**config.mk**
```make
export PLATFORM = sky130hd
export DESIGN_NAME = neighbor_table_pq
export DESIGN_NICKNAME = d
export VERILOG_FILES = /design/src/rtl/neighbor_table_pq.sv
export SDC_FILE = /design/constraint.sdc
export NUM_CORES = 2
export LEC_CHECK = 0
export CAP_MARGIN = 20
export CORE_MARGIN = 8
export CORE_UTILIZATION = 30
export DETAILED_ROUTE_END_ITERATION = 10
export MAX_ROUTING_LAYER = met4
export SKIP_LAST_GASP = 1
export SYNTH_ARGS = -nofsm -noshare
export SYNTH_HDL_FRONTEND = slang
export SYNTH_SLANG_ARGS = --single-unit
```
**constraint.sdc**
```tcl
create_clock -name clock -period 12.55 [get_ports clock]
set_clock_uncertainty 0.1 [all_clocks]
set_input_delay 2.51 -clock clock [delete_from_list [all_inputs] [get_ports clock]]
set_output_delay 2.51 -clock clock [all_outputs]
set_load 0.02 [all_outputs]
```
**src/rtl/neighbor_table_pq.sv**
```systemverilog
// Neighbour table with known-cluster-head list and running max-Q tracker.
// Updates are searched, written, CH-deduplicated and rescanned one entry per cycle.
module neighbor_table_pq #(
  parameter int unsigned WORD_WIDTH = 16,
  parameter int unsigned DEPTH      = 16,
  parameter int unsigned CH_DEPTH   = 8,
  parameter int unsigned IDX_W      = 4
) (
  input  logic                  clock,
  input  logic                  nrst,
  input  logic                  clear,
  input  logic                  wr_valid,
  output logic                  wr_ready,
  input  logic [WORD_WIDTH-1:0] wr_id,
  input  logic [WORD_WIDTH-1:0] wr_cluster,
  input  logic [WORD_WIDTH-1:0] wr_energy,
  input  logic [WORD_WIDTH-1:0] wr_hops,
  input  logic [WORD_WIDTH-1:0] wr_q,
  input  logic [IDX_W-1:0]      rd_idx,
  output logic [WORD_WIDTH-1:0] rd_id,
  output logic [WORD_WIDTH-1:0] rd_cluster,
  output logic [WORD_WIDTH-1:0] rd_energy,
  output logic [WORD_WIDTH-1:0] rd_hops,
  output logic [WORD_WIDTH-1:0] rd_q,
  output logic                  rd_hit,
  input  logic [IDX_W-1:0]      ch_rd_idx,
  output logic [WORD_WIDTH-1:0] ch_rd_id,
  output logic [IDX_W:0]        neighbor_count,
  output logic [IDX_W:0]        ch_count,
  output logic [WORD_WIDTH-1:0] max_q,
  output logic [WORD_WIDTH-1:0] max_q_id,
  output logic [IDX_W-1:0]      max_q_idx,
  output logic                  done,
  output logic                  overflow,
  output logic                  ch_overflow
);

  localparam int unsigned W   = WORD_WIDTH;
  localparam int unsigned CW  = IDX_W + 1;
  localparam int unsigned AW  = $clog2(DEPTH);
  localparam int unsigned CAW = $clog2(CH_DEPTH);
  localparam logic [CW-1:0] DEPTH_C    = CW'(DEPTH);
  localparam logic [CW-1:0] CH_DEPTH_C = CW'(CH_DEPTH);

  typedef enum logic [2:0] {IDLE, SRCH, WRITE, CHSRCH, QSCAN} state_e;

  state_e state_q, state_d;
  logic [CW-1:0]    idx_q, idx_d, cnt_q, cnt_d, ch_cnt_q, ch_cnt_d;
  logic             hit_q, hit_d;
  logic [W-1:0]     best_q, best_d, max_q_q, max_q_d, max_q_id_q, max_q_id_d;
  logic [IDX_W-1:0] best_idx_q, best_idx_d, max_q_idx_q, max_q_idx_d;
  logic             done_q, done_d, ovf_q, ovf_d, ch_ovf_q, ch_ovf_d;
  logic [W-1:0]     rec_id_q, rec_cl_q, rec_en_q, rec_hp_q, rec_qv_q;
  logic [DEPTH-1:0][W-1:0]    id_mem, cl_mem, en_mem, hp_mem, q_mem;
  logic [CH_DEPTH-1:0][W-1:0] ch_mem;
  logic [W-1:0]     rd_id_q, rd_cl_q, rd_en_q, rd_hp_q, rd_qv_q, ch_rd_q;
  logic             rd_hit_q;
  logic             acc_c, tbl_we_c, ch_we_c;
  logic [AW-1:0]    tbl_wa_c;
  logic [CAW-1:0]   ch_wa_c;
  logic [W-1:0]     id_at_c, q_at_c, ch_at_c;
  logic             rd_hit_c, ch_hit_c;

  assign id_at_c  = id_mem[idx_q[AW-1:0]];
  assign q_at_c   = q_mem[idx_q[AW-1:0]];
  assign ch_at_c  = ch_mem[idx_q[CAW-1:0]];
  assign rd_hit_c = {1'b0, rd_idx} < cnt_q;
  assign ch_hit_c = {1'b0, ch_rd_idx} < ch_cnt_q;

  // State register
  always_ff @(posedge clock or negedge nrst) begin
    if (!nrst) state_q <= IDLE;
    else       state_q <= state_d;
  end

  // Next-state logic; clear forces IDLE from anywhere
  always_comb begin
    state_d = state_q;
    unique case (state_q)
      IDLE:   if (wr_valid) state_d = SRCH;
      SRCH:   if (idx_q == cnt_q || id_at_c == rec_id_q) state_d = WRITE;
      WRITE:  state_d = (rec_cl_q == '0) ? QSCAN : CHSRCH;
      CHSRCH: if (idx_q == ch_cnt_q || ch_at_c == rec_cl_q) state_d = QSCAN;
      QSCAN:  if (idx_q == cnt_q) state_d = IDLE;
      default: state_d = IDLE;
    endcase
    if (clear) state_d = IDLE;
  end

  // Datapath and output next values
  always_comb begin
    acc_c       = 1'b0;
    idx_d       = idx_q;
    hit_d       = hit_q;
    cnt_d       = cnt_q;
    ch_cnt_d    = ch_cnt_q;
    best_d      = best_q;
    best_idx_d  = best_idx_q;
    max_q_d     = max_q_q;
    max_q_id_d  = max_q_id_q;
    max_q_idx_d = max_q_idx_q;
    done_d      = 1'b0;
    ovf_d       = 1'b0;
    ch_ovf_d    = 1'b0;
    tbl_we_c    = 1'b0;
    tbl_wa_c    = idx_q[AW-1:0];
    ch_we_c     = 1'b0;
    ch_wa_c     = idx_q[CAW-1:0];
    unique case (state_q)
      IDLE: begin
        if (wr_valid) begin
          acc_c = 1'b1;
          idx_d = '0;
          hit_d = 1'b0;
        end
      end
      SRCH: begin
        if (idx_q == cnt_q)          hit_d = 1'b0;
        else if (id_at_c == rec_id_q) hit_d = 1'b1;
        else                          idx_d = idx_q + CW'(1);
      end
      WRITE: begin
        // idx_q holds the hit index on a hit and equals cnt_q on a miss
        if (hit_q) begin
          tbl_we_c = 1'b1;
        end else if (cnt_q < DEPTH_C) begin
          tbl_we_c = 1'b1;
          cnt_d    = cnt_q + CW'(1);
        end else begin
          ovf_d = 1'b1;
        end
        idx_d      = '0;
        best_d     = '0;
        best_idx_d = '0;
      end
      CHSRCH: begin
        if (idx_q == ch_cnt_q) begin
          if (ch_cnt_q < CH_DEPTH_C) begin
            ch_we_c  = 1'b1;
            ch_cnt_d = ch_cnt_q + CW'(1);
          end else begin
            ch_ovf_d = 1'b1;
          end
          idx_d = '0;
        end else if (ch_at_c == rec_cl_q) begin
          idx_d = '0;
        end else begin
          idx_d = idx_q + CW'(1);
        end
      end
      QSCAN: begin
        if (idx_q == cnt_q) begin
          max_q_d     = best_q;
          max_q_idx_d = best_idx_q;
          max_q_id_d  = (cnt_q == '0) ? '0 : id_mem[best_idx_q[AW-1:0]];
          done_d      = 1'b1;
        end else begin
          if (q_at_c > best_q) begin
            best_d     = q_at_c;
            best_idx_d = idx_q[IDX_W-1:0];
          end
          idx_d = idx_q + CW'(1);
        end
      end
      default: ;
    endcase
    if (clear) begin
      acc_c       = 1'b0;
      tbl_we_c    = 1'b0;
      ch_we_c     = 1'b0;
      cnt_d       = '0;
      ch_cnt_d    = '0;
      max_q_d     = '0;
      max_q_id_d  = '0;
      max_q_idx_d = '0;
      done_d      = 1'b0;
      ovf_d       = 1'b0;
      ch_ovf_d    = 1'b0;
    end
  end

  // Datapath, storage and read-port registers
  always_ff @(posedge clock or negedge nrst) begin
    if (!nrst) begin
      idx_q <= '0; hit_q <= 1'b0; cnt_q <= '0; ch_cnt_q <= '0;
      best_q <= '0; best_idx_q <= '0;
      max_q_q <= '0; max_q_id_q <= '0; max_q_idx_q <= '0;
      done_q <= 1'b0; ovf_q <= 1'b0; ch_ovf_q <= 1'b0;
      rec_id_q <= '0; rec_cl_q <= '0; rec_en_q <= '0; rec_hp_q <= '0; rec_qv_q <= '0;
      id_mem <= '0; cl_mem <= '0; en_mem <= '0; hp_mem <= '0; q_mem <= '0; ch_mem <= '0;
      rd_id_q <= '0; rd_cl_q <= '0; rd_en_q <= '0; rd_hp_q <= '0; rd_qv_q <= '0;
      rd_hit_q <= 1'b0; ch_rd_q <= '0;
    end else begin
      idx_q <= idx_d; hit_q <= hit_d; cnt_q <= cnt_d; ch_cnt_q <= ch_cnt_d;
      best_q <= best_d; best_idx_q <= best_idx_d;
      max_q_q <= max_q_d; max_q_id_q <= max_q_id_d; max_q_idx_q <= max_q_idx_d;
      done_q <= done_d; ovf_q <= ovf_d; ch_ovf_q <= ch_ovf_d;
      if (acc_c) begin
        rec_id_q <= wr_id; rec_cl_q <= wr_cluster; rec_en_q <= wr_energy;
        rec_hp_q <= wr_hops; rec_qv_q <= wr_q;
      end
      if (tbl_we_c) begin
        id_mem[tbl_wa_c] <= rec_id_q; cl_mem[tbl_wa_c] <= rec_cl_q;
        en_mem[tbl_wa_c] <= rec_en_q; hp_mem[tbl_wa_c] <= rec_hp_q;
        q_mem[tbl_wa_c]  <= rec_qv_q;
      end
      if (ch_we_c) ch_mem[ch_wa_c] <= rec_cl_q;
      rd_hit_q <= rd_hit_c;
      rd_id_q  <= rd_hit_c ? id_mem[rd_idx[AW-1:0]] : '0;
      rd_cl_q  <= rd_hit_c ? cl_mem[rd_idx[AW-1:0]] : '0;
      rd_en_q  <= rd_hit_c ? en_mem[rd_idx[AW-1:0]] : '0;
      rd_hp_q  <= rd_hit_c ? hp_mem[rd_idx[AW-1:0]] : '0;
      rd_qv_q  <= rd_hit_c ? q_mem[rd_idx[AW-1:0]]  : '0;
      ch_rd_q  <= ch_hit_c ? ch_mem[ch_rd_idx[CAW-1:0]] : '0;
    end
  end

  assign wr_ready       = (state_q == IDLE);
  assign rd_id          = rd_id_q;
  assign rd_cluster     = rd_cl_q;
  assign rd_energy      = rd_en_q;
  assign rd_hops        = rd_hp_q;
  assign rd_q           = rd_qv_q;
  assign rd_hit         = rd_hit_q;
  assign ch_rd_id       = ch_rd_q;
  assign neighbor_count = cnt_q;
  assign ch_count       = ch_cnt_q;
  assign max_q          = max_q_q;
  assign max_q_id       = max_q_id_q;
  assign max_q_idx      = max_q_idx_q;
  assign done           = done_q;
  assign overflow       = ovf_q;
  assign ch_overflow    = ch_ovf_q;

endmodule

```
==> results.py <==
metrics = {
    "outcome": {
        "outcome": "complete, no violations",
    },
    "global_route": {
        "gr-total-overflow": 0,
        "grt_pass1_vias": 50100,
        "grt_max_degree": 187,
        "grt.total_usage_pct": 17.2,
        "antenna_found_initial": 13,
        "grt_pass1_wl_um": 359000,
    },
    "flow_run": {
        "maxCapViolCount": 0,
    },
    "drt": {
        "routedWlPerCell_um": 26.9,
        "ant_nets": 0,
        "route.detailed.drc": 0,
        "vias": 47300,
        "wl_um": 240000,
        "drt_iter0_drc": 3750,
        "vias_per_cell": 5.30,
        "dr.pass1.iters": 5,
    },
    "placed_design": {
        "hpwl_um": 140000,
        "gp_congestion": 0.804,
        "portBuffers": 238,
    },
    "die": {
        "die_h_um": 533,
        "initial_core_util_pct": 30.0,
        "num_rows": 190,
        "die_w_um": 533,
        "dieArea_um2": 284000,
        "io_pins": 239,
        "core_area_um2": 267000,
    },
    "timing": {
        "min_period_ns": 6.15,
        "setup_violations": 0,
        "clock.fmax_ghz": 0.162,
        "worst_pin_slew_ns": 1.19,
        "slew_violations": 0,
        "hold_viol": 0,
        "fin_crit_sh_pct": 49.0,
        "rsz0062_at_grt": "no",
        "relSlewSlack_pct": 20.5,
        "final.setup.tns_ns": 0,
    },
    "logic_synthesis": {
        "synth_area_leaders": "dfrtp_1 52%, mux2_2 21%, mux4_2 17%",
        "yosys_register_bits": 1663,
        "ys.flop_type": "dfrtp_1",
        "syn-num-nets": 5320,
        "synth_cells": 5199,
        "yosysTopAreaCell": "dfrtp_1",
        "synth_top_area_share_pct": 51.9,
        "syn_area_um2": 80200,
        "yosysSeqAreaShare_pct": 51.9,
        "synth-edff-count": 0,
        "yosysWarnings": 0,
        "async_reset_ff_share_pct": 100,
        "ys_types": 66,
        "synth_area_per_cell_um2": 15.4,
    },
    "worst_setup_path": {
        "r2r_cells": 18,
        "max_stage_delay_ns": 0.76,
        "crit_arrival_ns": 6.75,
        "crit_top_cell": "a21o_1",
        "regToRegEndpoint": "best_q[9]$_DFFE_PN0P_",
        "path_max_fanout": 40,
        "worstReg2RegStart": "idx_q[0]$_DFFE_PN0P_",
        "rrSetupSlack_ns": 6.40,
        "critPathKind": "flop to flop",
        "cp-startpoint": "idx_q[0]$_DFFE_PN0P_",
        "required_ns": 13.14,
        "cp_slowest_cell": "dfrtp_4",
        "crit_path_cell_trace": "buf_4 -> nor2_2 -> buf_4 -> a221oi_1 -> o21ai_0 -> o22ai_1 -> o21ai_0 -> ha_1 -> a21o_1 -> a21o_1 -> a21o_1 -> a21o_1 -> a21o_1 -> a21o_1 -> a221o_1 -> nand3_1 -> buf_16 -> mux2_2",
        "cp-end-kind": "flop",
        "start_kind": "flop",
    },
    "cts": {
        "clock_latency_ns": 0.83,
        "cts_setup_buffers": 0,
        "clockRootBuffer": "clkbuf_16",
        "path_clk_slew_ns": 0.06,
        "cts_max_level": 4,
        "cts_made_buffers": 174,
        "cts-hold-fix-buffers": 0,
        "clk_path_buf_depth": 3,
        "cts_sinks": 1663,
        "cts_tree": "built",
        "cts_resized": 0,
    },
    "finish": {
        "drive_gt1_share_pct": 46.3,
        "multi_input_area_um2": 36500,
        "regArea_um2": 41600,
        "final_nets": 5347,
        "final_cell_mix": "1655 x dfrtp_1, 1460 x mux2_2, 594 x mux4_2, 230 x clkdlybuf4s50_1, 177 x clkbuf_16",
        "nFillCells": 25500,
        "area_growth_syn_to_layout_pct": 14.8,
        "utilization_pct": 34.5,
        "final_common_cell": "dfrtp_1",
    },
    "min_path": {
        "hold_class": "flop to flop",
        "hold_start": "max_q_id[10]$_DFFE_PN0P_",
        "hold_depth": 2,
        "hold_end": "max_q_id[10]$_DFFE_PN0P_",
    },
    "pwr": {
        "power.density_nw_per_um2": 167,
        "p_leak_nw": 42.0,
        "irDropWorstVdd_uv": 122,
    },
}
## Yosys cell counts, drive strengths merged, types with 2 or more instances
cell type / number
nand2: 146
a22o: 2
a21oi: 63
ha: 29
o21ai: 76
a211oi: 2
nor2: 64
nor2b: 88
or3: 3
nand2b: 9
and3: 5
nand4: 8
o211ai: 4
mux2i: 130
xor2: 20
inv: 53
a22oi: 20
or2: 3
and2: 19
o31ai: 2
dfrtp: 1663
a41oi: 3
o2bb2ai: 8
nand3b: 8
and4: 2
o22ai: 16
buf: 214
nor4: 12
a222oi: 2
o221ai: 4
a31oi: 7
a221oi: 25
xnor2: 27
nand3: 17
mux4: 594
a221o: 6
nor3: 9
a21o: 12
mux2: 1529
clkbuf: 281
## final cells by class
cell class	count	share of cell area (%)
multi-input cells	2988	39.6
repair buffers	346	3.73
diodes	7	0.0190
well taps	3552	4.83
clock inverters	44	0.559
flip-flops and latches	1663	45.2
inverters	53	0.216
clock buffers	275	5.77
## power breakdown
part | switching (mW) | internal [mW]
combinational | 1.60 | 1.49
sequential | 1.03 | 5.97
clock | 2.20 | 3.05
total | 4.83 | 10.5
## layer usage
layer | vias up | GRT usage (%) | share of wire (%)
met4 | 0 | 4.61 | 2.8
met1 | 25900 | 23.1 | 45
met3 | 350 | 2.99 | 5.2
met2 | 1377 | 27.0 | 47
met5 | - | - | 0
li1 | 19600 | - | -
## worst max-delay path by stage
stage | to | slack [ns]
2_1_floorplan | rd_id[15]$_DFF_PN0_ | 7.69
3_3_place_gp | best_q[8]$_DFFE_PN0P_ | 5.94
3_5_place_dp | rd_cluster[14]$_DFF_PN0_ | 6.02
4_1_cts | best_q[9]$_DFFE_PN0P_ | 6.00
5_1_grt | best_q[1]$_DFFE_PN0P_ | 6.24
6_report | best_q[9]$_DFFE_PN0P_ | 6.40
## cells by family after synthesis
group | count (synthesis) | synth area share, %
muxes | 2253 | 39.8
DFF | 1663 | 51.9
buffers and inverters | 548 | 2.80
and+or+nand+nor | 395 | 2.45
AOI/OAI and AO/OA | 264 | 2.11
xor gates and xnor gates | 47 | 0.513
adders and majority gates | 29 | 0.452
## critical path: cells and delay by family, from the launching register on
kind                     cells  cell delay, ns
AO/OA/AOI/OAI               11            2.33
adder cells (fa/ha/maj)      1            0.33
multiplexers                 1            0.34
flip-flops                   1            0.76
buffers and inverters        3            1.11
AND/OR/NAND/NOR              2            0.96
## flip-flops by register name, summed over array words and instances (netlist names), 128 cells and up
signal and cells:
cl_mem 256, en_mem 256, hp_mem 256, id_mem 256, q_mem 256, ch_mem 128
## through the flow
| stage | hold slack, ns | instance area [um^2] | power [mW] | cells | setup WS [ns] |
|---|---|---|---|---|---|
| floorplan | 0.368 | 80200 | 8.85 | 5199 | 7.69 |
| global placement | 0.367 | 86100 | 10.1 | 8597 | 5.94 |
| detailed placement | 0.382 | 86100 | 10.2 | 8598 | 6.02 |
| CTS | 0.396 | 91900 | 15.5 | 8917 | 6.00 |
| global route | 0.407 | 92000 | 16.1 | 8926 | 6.24 |
| finish | 0.391 | 92000 | 15.3 | 8928 | 6.40 |
Power figures use the tool's default switching activity.
